$ cat config.mk
export PLATFORM = sky130hd
export DESIGN_NAME = pipe_reg_asyn_ah
export DESIGN_NICKNAME = d
export VERILOG_FILES = /design/src/rtl/pipe_pkg.sv /design/src/rtl/pipe_stage_asyn_ah.sv /design/src/rtl/pipe_reg_asyn_ah.sv
export SDC_FILE = /design/constraint.sdc
export NUM_CORES = 1
export LEC_CHECK = 0
export ABC_AREA = 1
export BUFFER_PORTS_ARGS = -buffer_cell sky130_fd_sc_hd__buf_2
export CAP_MARGIN = 40
export CORE_MARGIN = 2
export CORE_UTILIZATION = 40
export CTS_BUF_LIST = sky130_fd_sc_hd__clkbuf_4
export DETAILED_ROUTE_END_ITERATION = 16
export GPL_TIMING_DRIVEN = 0
export SKIP_LAST_GASP = 1
export SLEW_MARGIN = 20
export SYNTH_ARGS = -nofsm -noshare
export SYNTH_HDL_FRONTEND = slang
export SYNTH_SLANG_ARGS = --single-unit
export TNS_END_PERCENT = 10
$ cat constraint.sdc
create_clock -name clk -period 2 [get_ports clk]
set_input_delay 0.4 -clock clk [delete_from_list [all_inputs] [get_ports clk]]
set_output_delay 0.4 -clock clk [all_outputs]
set_load 0.02 [all_outputs]
$ cat src/rtl/pipe_pkg.sv
// Shared helpers for the pipe_reg family: width math for the occupancy counter.
package pipe_pkg;

    localparam int DEPTH_MIN = 1;

    // Bits needed to hold values 0..n-1; never less than one bit.
    function automatic int clog2_f(input int n);
        int w;
        w = 0;
        for (int i = 0; i < 32; i++) begin
            if ((64'd1 << w) < 64'(n)) w = w + 1;
        end
        return (w < 1) ? 1 : w;
    endfunction

    // Width of a counter that must reach depth inclusive.
    function automatic int occ_w_f(input int depth);
        return clog2_f(depth + 1);
    endfunction

endpackage

$ cat src/rtl/pipe_stage_asyn_ah.sv
// One delay-line stage: {valid, data} flop with async active-high reset, sync clear and enable.
module pipe_stage_asyn_ah #(
    parameter int               WIDTH     = 8,
    parameter logic [WIDTH-1:0] RESET_VAL = '0
) (
    input  logic           clk,
    input  logic           rst,
    input  logic           en,
    input  logic           sclr,
    input  logic [WIDTH:0] d,
    output logic [WIDTH:0] q
);

    always_ff @(posedge clk or posedge rst) begin
        if (rst)       q <= {1'b0, RESET_VAL};
        else if (sclr) q <= {1'b0, RESET_VAL};
        else if (en)   q <= d;
    end

endmodule

$ cat src/rtl/pipe_reg_asyn_ah.sv
// Parametrised retiming delay line with per-stage valid, enable, sync clear and occupancy count.
module pipe_reg_asyn_ah
    import pipe_pkg::*;
#(
    parameter int               WIDTH     = 8,
    parameter int               DEPTH     = 4,
    parameter logic [WIDTH-1:0] RESET_VAL = '0
) (
    input  logic                        clk,
    input  logic                        reset_ah_in,
    input  logic                        en_in,
    input  logic                        sclr_in,
    input  logic                        valid_in,
    input  logic [WIDTH-1:0]            d_in,
    output logic [WIDTH-1:0]            q_out,
    output logic                        valid_out,
    output logic [occ_w_f(DEPTH)-1:0]   occ_out
);

    localparam int OCC_W = occ_w_f(DEPTH);

    if (DEPTH < DEPTH_MIN) begin : g_bad_depth
        $error("pipe_reg_asyn_ah: DEPTH must be at least 1");
    end

    // Bit WIDTH of each stage is its valid flag.
    logic [DEPTH-1:0][WIDTH:0] stage_q;
    logic [DEPTH-1:0][WIDTH:0] stage_d;

    for (genvar i = 0; i < DEPTH; i++) begin : g_stage
        if (i == 0) begin : g_head
            assign stage_d[i] = {valid_in, d_in};
        end else begin : g_body
            assign stage_d[i] = stage_q[i-1];
        end

        pipe_stage_asyn_ah #(
            .WIDTH     (WIDTH),
            .RESET_VAL (RESET_VAL)
        ) u_stage (
            .clk  (clk),
            .rst  (reset_ah_in),
            .en   (en_in),
            .sclr (sclr_in),
            .d    (stage_d[i]),
            .q    (stage_q[i])
        );
    end

    assign q_out     = stage_q[DEPTH-1][WIDTH-1:0];
    assign valid_out = stage_q[DEPTH-1][WIDTH];

    // Incremental popcount: one valid enters, the last stage's valid leaves.
    logic [OCC_W-1:0] occ_q;

    always_ff @(posedge clk or posedge reset_ah_in) begin
        if (reset_ah_in) begin
            occ_q <= '0;
        end else if (sclr_in) begin
            occ_q <= '0;
        end else if (en_in) begin
            if (valid_in && !valid_out)      occ_q <= occ_q + OCC_W'(1);
            else if (!valid_in && valid_out) occ_q <= occ_q - OCC_W'(1);
        end
    end

    assign occ_out = occ_q;

endmodule

After elaboration in Yosys (flattened, before gate mapping). Index checks and enable logic that the tools add are counted.

Output and inout port bits: 12. Bits in registers: 39. Logic and storage cells: 26. Input bits: 13.

Muxes and demuxes: 12. Add/subtract/negate cells: 2. Reduce and logical (&&, ||, !) cells: 7.

Operator list (number): $mux 9 (8); $mux 3 (4); $add 3x1->3 const B (1); $reduce_bool 3->1 (1); $sub 3x1->3 const B (1); $logic_and 1x1->1 (2); $logic_not 1->1 (2); $reduce_and 2->1 (1); $reduce_bool 2->1 (1).

Longest topological paths before layout. Gate-level depths: netlist of the first run.

Depth after elaboration: 6. Mapped depth: 9. Depth with buffers taken out: 9.

Hierarchy. Synthesis of the first run repeated with hierarchy kept, for this count alone.

Cells, all modules: 197. Area, all modules: 1744.2 µm².

By module, submodules not included: pipe_stage_asyn_ah (area an instance 376.6 µm², seq. area each 225.2 µm², cells each 40, instances 4); pipe_reg_asyn_ah (area an instance 237.7 µm², seq. area each 75.1 µm², cells each 37, instances 1).

Worst setup path after synthesis of the first run. No wires, ideal clock.

Path kind: register to register. From: register occ_q[0], in the netlist occ_out[0]. To: register occ_q[2], in the netlist occ_out[2]. Stages on the path, launching flop included: 9. Period minus slack after synthesis: 1.439 ns. Arrival: 1.322 ns. Setup time: 0.117 ns. Path buffers: 0. Data required time: 1.883 ns. Slack: 0.561 ns. Cells stage by stage: dfrtp_1 > inv_1 > fa_1 > inv_1 > nand2_1 > nand3_1 > nand2_1 > nand2_1 > nand2_1.

Word-level cells in the longest chain between the ends: 5. Elaborated cells between the ends (all ways): 6. Classes of those cells: 2 x add/sub; 4 x mux.

RTL lines: from (decl) (line pipe_reg_asyn_ah.sv:54) `logic [OCC_W-1:0] occ_q;`; from (signal assigned) (line pipe_reg_asyn_ah.sv:62) `if (valid_in && !valid_out) occ_q <= occ_q + OCC_W'(1);`; from (signal assigned) (line pipe_reg_asyn_ah.sv:63) `else if (!valid_in && valid_out) occ_q <= occ_q - OCC_W'(1);`; $sub 3x1->3 (line pipe_reg_asyn_ah.sv:63); $mux 3 (line pipe_reg_asyn_ah.sv:63); $mux 3 (*) (line pipe_reg_asyn_ah.sv:62); $mux 3 (*) (line pipe_reg_asyn_ah.sv:61) `end else if (en_in) begin`; $mux 3 (*) (line pipe_reg_asyn_ah.sv:59) `end else if (sclr_in) begin`.

Every way passes the cells marked *; elsewhere a longest branch is shown, timed or not. The select of a mux whose other input is x is not followed. A chain may end at the register's enable or synchronous reset.

Worst setup path in the final report of the first run. Same ends and word-level chain as after synthesis.

==> metrics, run 1 <==
fmax=727 MHz; vias in the first global route=1,211; library cells used by synthesis=15; Min-Delay Path Class=in -> async; Std-Cell Rows=24; Ports=25; Reg2Reg Launch Point=occ_out[0]; minimum clock period after layout=1380 ps; final instance area=0.00204 mm2; fin nets=205; post-synth net total=174; CTS sink count=39; hold buffers post-CTS=0; fill count=411; gr ovfl total=0; post-route setup TNS=0 ps; status=finished clean; Synth Warn #=0; Post-Route WL=3.18 mm; Synth area leaders=dfrtp_1 (55%), o22ai_2 (20%), inv_1 (9.1%); Placed Cells incl. Taps=235; CTS root buf=clkbuf_4; Pwr Total=1390 uW; RSZ-0062 raised after global routing=no; Cells after Synth=160; post-DP HPWL=2.29 mm; initial cell density of the core=0.411; Final Util=0.471; First-pass DRT Iterations=4; Final Skew=11.0 ps; CP startpoint kind=flop; Post-CTS Setup Bufs=0; Critical Path End Type=flop; GP Congestion=0.840; core area=0.00432 mm2; Placed Area=0.00196 mm2; ant diodes=0; PwrDens=680 mW/mm2; VDD IR-drop max=347 uV; final hold violations=0; Crit Path Category=reg -> reg; Die ar.=0.00499 mm2; gr usage total=0.143; post-DR wirelength/cell=13.0 um; Starting DRT DRC Count=30; syn avg cell area=11.1 um2; CP Max Fanout=3; antenna-violating nets left=0; largest net degree at the start of global routing=40; Multi-input gate area=559 um2; Residual DRC=0; post_cts resized=0; CTS tree=yes; WP data arrival=1610 ps; Final period util=0.688; Worst Path Required=2240 ps; total CTS buffers=5; R2R Setup Slk=620 ps; register area share after synthesis=0.549; FF+latch area=976 um2; leading area contributor after synthesis=dfrtp_1; worst rel slew slack=0.696; H-tree depth=2; clk buf depth=2; Port Buffers=23; Max Cap Viol=0; R2R cell count=8; Yosys top cell area share=0.549; final slew viol count=0; Die Wd=70.6 um; static leakage=0.000929 uW; Die Ht=70.6 um; routed vias/inst=4.75; worst skew pair latency=340 ps; Cell Area, Synth=0.00178 mm2; worst r2r dst=occ_out[2]; vias post-DR=1,158; layout cells sized above 1=0.370; final setup violation count=0; worst slew pin tran=456 ps; filler-free cell count of the finished design=244; Reg clk slew, reported paths=120 ps; flops & latches, synth=39; first-pass GRT wire length=5.66 mm; area grow syn2layout=14.6%; initial antenna violation count=0
layer usage:
| layer | vias up | part of all wire | track usage |
|---|---|---|---|
| li1 | 570 | - | - |
| met1 | 564 | 0.47 | 0.183 |
| met2 | 19 | 0.48 | 0.230 |
| met3 | 5 | 0.037 | 0.0470 |
| met4 | 0 | 0.013 | 0.0503 |
| met5 | - | 0 | 0 |
placed cells by master (no fill, tap or decap), drive strengths merged:
cell / n
o21ai: 8
or2: 1
a21oi: 1
nand3: 11
inv: 44
nor2: 1
dfrtp: 39
fa: 1
nand2: 18
clkinv: 2
o22ai: 28
buf: 32
clkbuf: 6
report_power, final:
group | internal, uW | total, uW | switching, uW | leakage, uW
registers | 813 | 824 | 10.6 | 0.000535
clock network | 144 | 384 | 240 | 0.0000307
logic | 67.1 | 178 | 111 | 0.000364
total | 1020 | 1390 | 361 | 0.000929
cell families after synthesis:
| kind of cell | count (synthesis) | share of synthesized area |
|---|---|---|
| AO/OA/AOI/OAI | 37 | 0.229 |
| adder cells (fa/ha/maj) | 1 | 0.0113 |
| buffers and inverters | 52 | 0.136 |
| flip-flops | 39 | 0.549 |
| AND/OR/NAND/NOR | 31 | 0.0746 |
worst max-delay path, cell delays in order (launching register included):
cell and delay, ps:
dfrtp_1 380, inv_1 80, fa_1 460, inv_1 90, nand2_1 50, nand3_1 70, nand2_1 50, nand2_1 50
nand2_1 50
synth_stat cells:
master / n
inv_1: 43
buf_2: 1
nand2_1: 18
o22ai_2: 28
nand3_1: 11
or2_1: 1
buf_6: 5
buf_4: 2
fa_1: 1
nor2_1: 1
a21oi_2: 1
inv_2: 1
o21ai_2: 2
o21ai_0: 6
dfrtp_1: 39
worst max path at each step:
| stage | end | from | slack (ps) |
|---|---|---|---|
| 2_1_floorplan | occ_out[2] | occ_out[0] | 560 |
| 3_5_place_dp | occ_out[2] | valid_in | 440 |
| 3_3_place_gp | g_stage[3].u_stage.q[0] | reset_ah_in | 270 |
| 6_report | occ_out[2] | occ_out[0] | 620 |
| 4_1_cts | occ_out[2] | occ_out[0] | 610 |
| 5_1_grt | occ_out[2] | occ_out[0] | 510 |
per-stage QoR:
step | worst slack [ps] | hold WS [ps]
after global routing | 512 | 48.9
after global placement | 268 | 477
final | 625 | 51.3
after floorplan | 561 | 494
after CTS | 611 | 229
after detailed placement | 441 | 503
area by class of cell:
| cell class | instances | area share |
|---|---|---|
| inverters | 44 | 0.0811 |
| multi-input cells | 69 | 0.275 |
| flip-flops and latches | 39 | 0.479 |
| clock inverters | 2 | 0.00369 |
| well taps | 52 | 0.0319 |
| plain buffers | 8 | 0.0375 |
| repair buffers | 24 | 0.0700 |
| clock buffers | 6 | 0.0221 |
sequential cells by signal (all words and copies together) (netlist names):
register / flops
g_stage.u_stage.q: 36
occ_out: 3
Power figures use the tool's default switching activity.
==> inputs of run 2 (changes only) <==
- clock period: 2 -> 1.3 ns (I/O delays scaled with it)
==> run 2 against run 1 <==
Effect of this change: register-to-register slack worse by 580 ps; critical endpoint unchanged; non-clock buffer count is 1 higher; clock power is 63% higher; sequential cell count stayed put; clock-buffer cell count is 1 higher.
==> metrics, run 2 (same netlist as run 1, synthesis figures left out) <==
WP data arrival=1500 ps (-110 ps); Worst Path Required=1550 ps (-690 ps); worst slew pin tran=387 ps (-69.4 ps); most flop-heavy register=g_stage.u_stage.q; Reg clk slew, reported paths=120 ps (about the same); Placed Cells incl. Taps=236 (+0.43%); Starting DRT DRC Count=24 (-20%); filler-free cell count of the finished design=245 (+0.41%); largest net degree at the start of global routing=25 (-38%); Die Ht=70.6 um (unchanged); Critical Path End Type=flop; Min-Delay Path Class=in -> reg; clk buf depth=2 (unchanged); worst rel slew slack=0.742 (+0.0463); initial cell density of the core=0.411 (unchanged); RSZ-0062 raised after global routing=yes; final hold violations=0 (unchanged); Max Cap Viol=0 (unchanged); Port Buffers=23 (unchanged); final instance area=0.00207 mm2 (+1.4%); CP max stage delay=400 ps (-60 ps); most frequent cells in the layout=inv_1 (39), dfrtp_1 (36), o22ai_2 (28), buf_2 (24), nand2_1 (18); Die Wd=70.6 um (unchanged); CP startpoint kind=flop; core area=0.00432 mm2 (unchanged); PwrDens=1050 mW/mm2 (+55%); vias post-DR=1,168 (+0.86%); Multi-input gate area=569 um2 (+1.8%); Std-Cell Rows=24 (unchanged); crit-path most repeated cell=nand2_1; Largest register FFs=36 (unchanged); Placed Area=0.00199 mm2 (+1.7%); FF+latch area=980 um2 (+0.38%); worst skew pair latency=340 ps (about the same); CTS root buf=clkbuf_4; Final period util=0.962 (+0.275); H-tree depth=2 (unchanged); routed vias/inst=4.77 (+0.45%); post-DR wirelength/cell=13.2 um (+1.4%); Ports=25 (unchanged); status=finished clean; final slew viol count=0 (unchanged); Final Skew=10.4 ps (-0.603 ps); DP Worst Slack=-58.1 ps (-499 ps); final setup violation count=0 (unchanged); total CTS buffers=5 (unchanged); CTS sink count=39 (unchanged); First-pass DRT Iterations=4 (unchanged); metal2 WL=1.52 mm (+0.53%); top layer used by detailed routing=met4; first-pass GRT wire length=5.60 mm (-1.1%); layout cells sized above 1=0.420 (+0.0499); gr ovfl total=0 (unchanged); initial antenna violation count=0 (unchanged); static leakage=0.000933 uW (+0.36%); Residual DRC=0 (unchanged); fmax=799 MHz (+9.9%); Worst path slowest cell=fa_2; area grow syn2layout=16.3%; Post-Route WL=3.24 mm (+1.9%); critical path, cell by cell=inv_2 > fa_2 > inv_2 > nand2_1 > nand3_1 > nand2_1 > nand2_1 > nand2_1; GP Congestion=0.797 (-5.1%); Crit Path Category=reg -> reg; minimum clock period after layout=1250 ps (-124 ps); VDD IR-drop max=633 uV (+82%); antenna-violating nets left=0 (unchanged); CP Max Fanout=3 (unchanged); Pwr Total=2180 uW (+57%); fill count=411 (unchanged); gr usage total=0.143 (about the same); Die ar.=0.00499 mm2 (unchanged); post-DP HPWL=2.39 mm (+4.5%); ant diodes=0 (unchanged); fin worst setup slack=48.8 ps (-576 ps); most common cell after layout, fill and taps aside=inv_1; vias in the first global route=1,173 (-3.1%); wl on met1=1.54 mm (+2.3%); CTS tree=yes; fin nets=206 (+0.49%); Final Util=0.478 (+0.00665); met3 wire len=133 um (+12%)
## run 2: cell count changes in the layout (fill, tap and decap cells not counted), sizes merged
cell and change:
clkbuf +1, clkinv -1, dlygate4sd3 +1
## run 2: cell type report
type / instances / share of cell area
Sequential cell: 39 / 0.474
Inverter: 44 / 0.0800
Clock buffer: 7 / 0.0254
Clock inverter: 1 / 0.00242
Buffer: 8 / 0.0369
Timing Repair Buffer: 25 / 0.0739
Multi-Input combinational cell: 69 / 0.276
Tap cell: 52 / 0.0315
## run 2: through the flow
stage | setup TNS, ps | hold slack, ps
finish | 0 | 152
detailed placement | -81.3 | 269
floorplan | 0 | 407
global placement | -12090 | 476
global route | -24.0 | 145
CTS | 0 | 138
## run 2: critical path, delay by kind of cell (launching register included)
kind | cells | cell delay, ps
simple gates | 5 | 270
fa+ha+maj | 1 | 400
flops | 1 | 390
buf+inv | 2 | 100
## run 2: final timing paths
| kind | start | to | slack (ps) | cells after the start |
|---|---|---|---|---|
| worst max-delay path | occ_out[1] | occ_out[2] | 50 | 8 |
| worst min-delay path | d_in[4] | g_stage[0].u_stage.q[4] | 150 | 3 |
| worst min register to register | occ_out[1] | occ_out[1] | 530 | 2 |
| max in group asynchronous | reset_ah_in | g_stage[2].u_stage.q[5] | 420 | 4 |
| min in group asynchronous | reset_ah_in | g_stage[0].u_stage.q[1] | 430 | 3 |
| worst max register to register | occ_out[1] | occ_out[2] | 50 | 8 |
## run 2: where the power goes
part           internal (uW)  switching (uW)
clock network            253             372
logic                    108             177
registers               1250            17.3
## run 2: layer usage
| layer | vias to the layer above | GRT usage |
|---|---|---|
| met3 | 5 | 0.0513 |
| li1 | 571 | - |
| met2 | 20 | 0.224 |
| met4 | 0 | 0.0440 |
| met5 | - | 0 |
| met1 | 572 | 0.188 |
## run 2: timing repair
action                                  CTS  global route
gates cloned                              0             0
gates resized for setup                   1             3
hold buffers                              1             0
pin swaps                                 0             2
endpoints found under the setup margin    1             2
buffers inserted                          0             0
hold endpoints to repair                 15             0
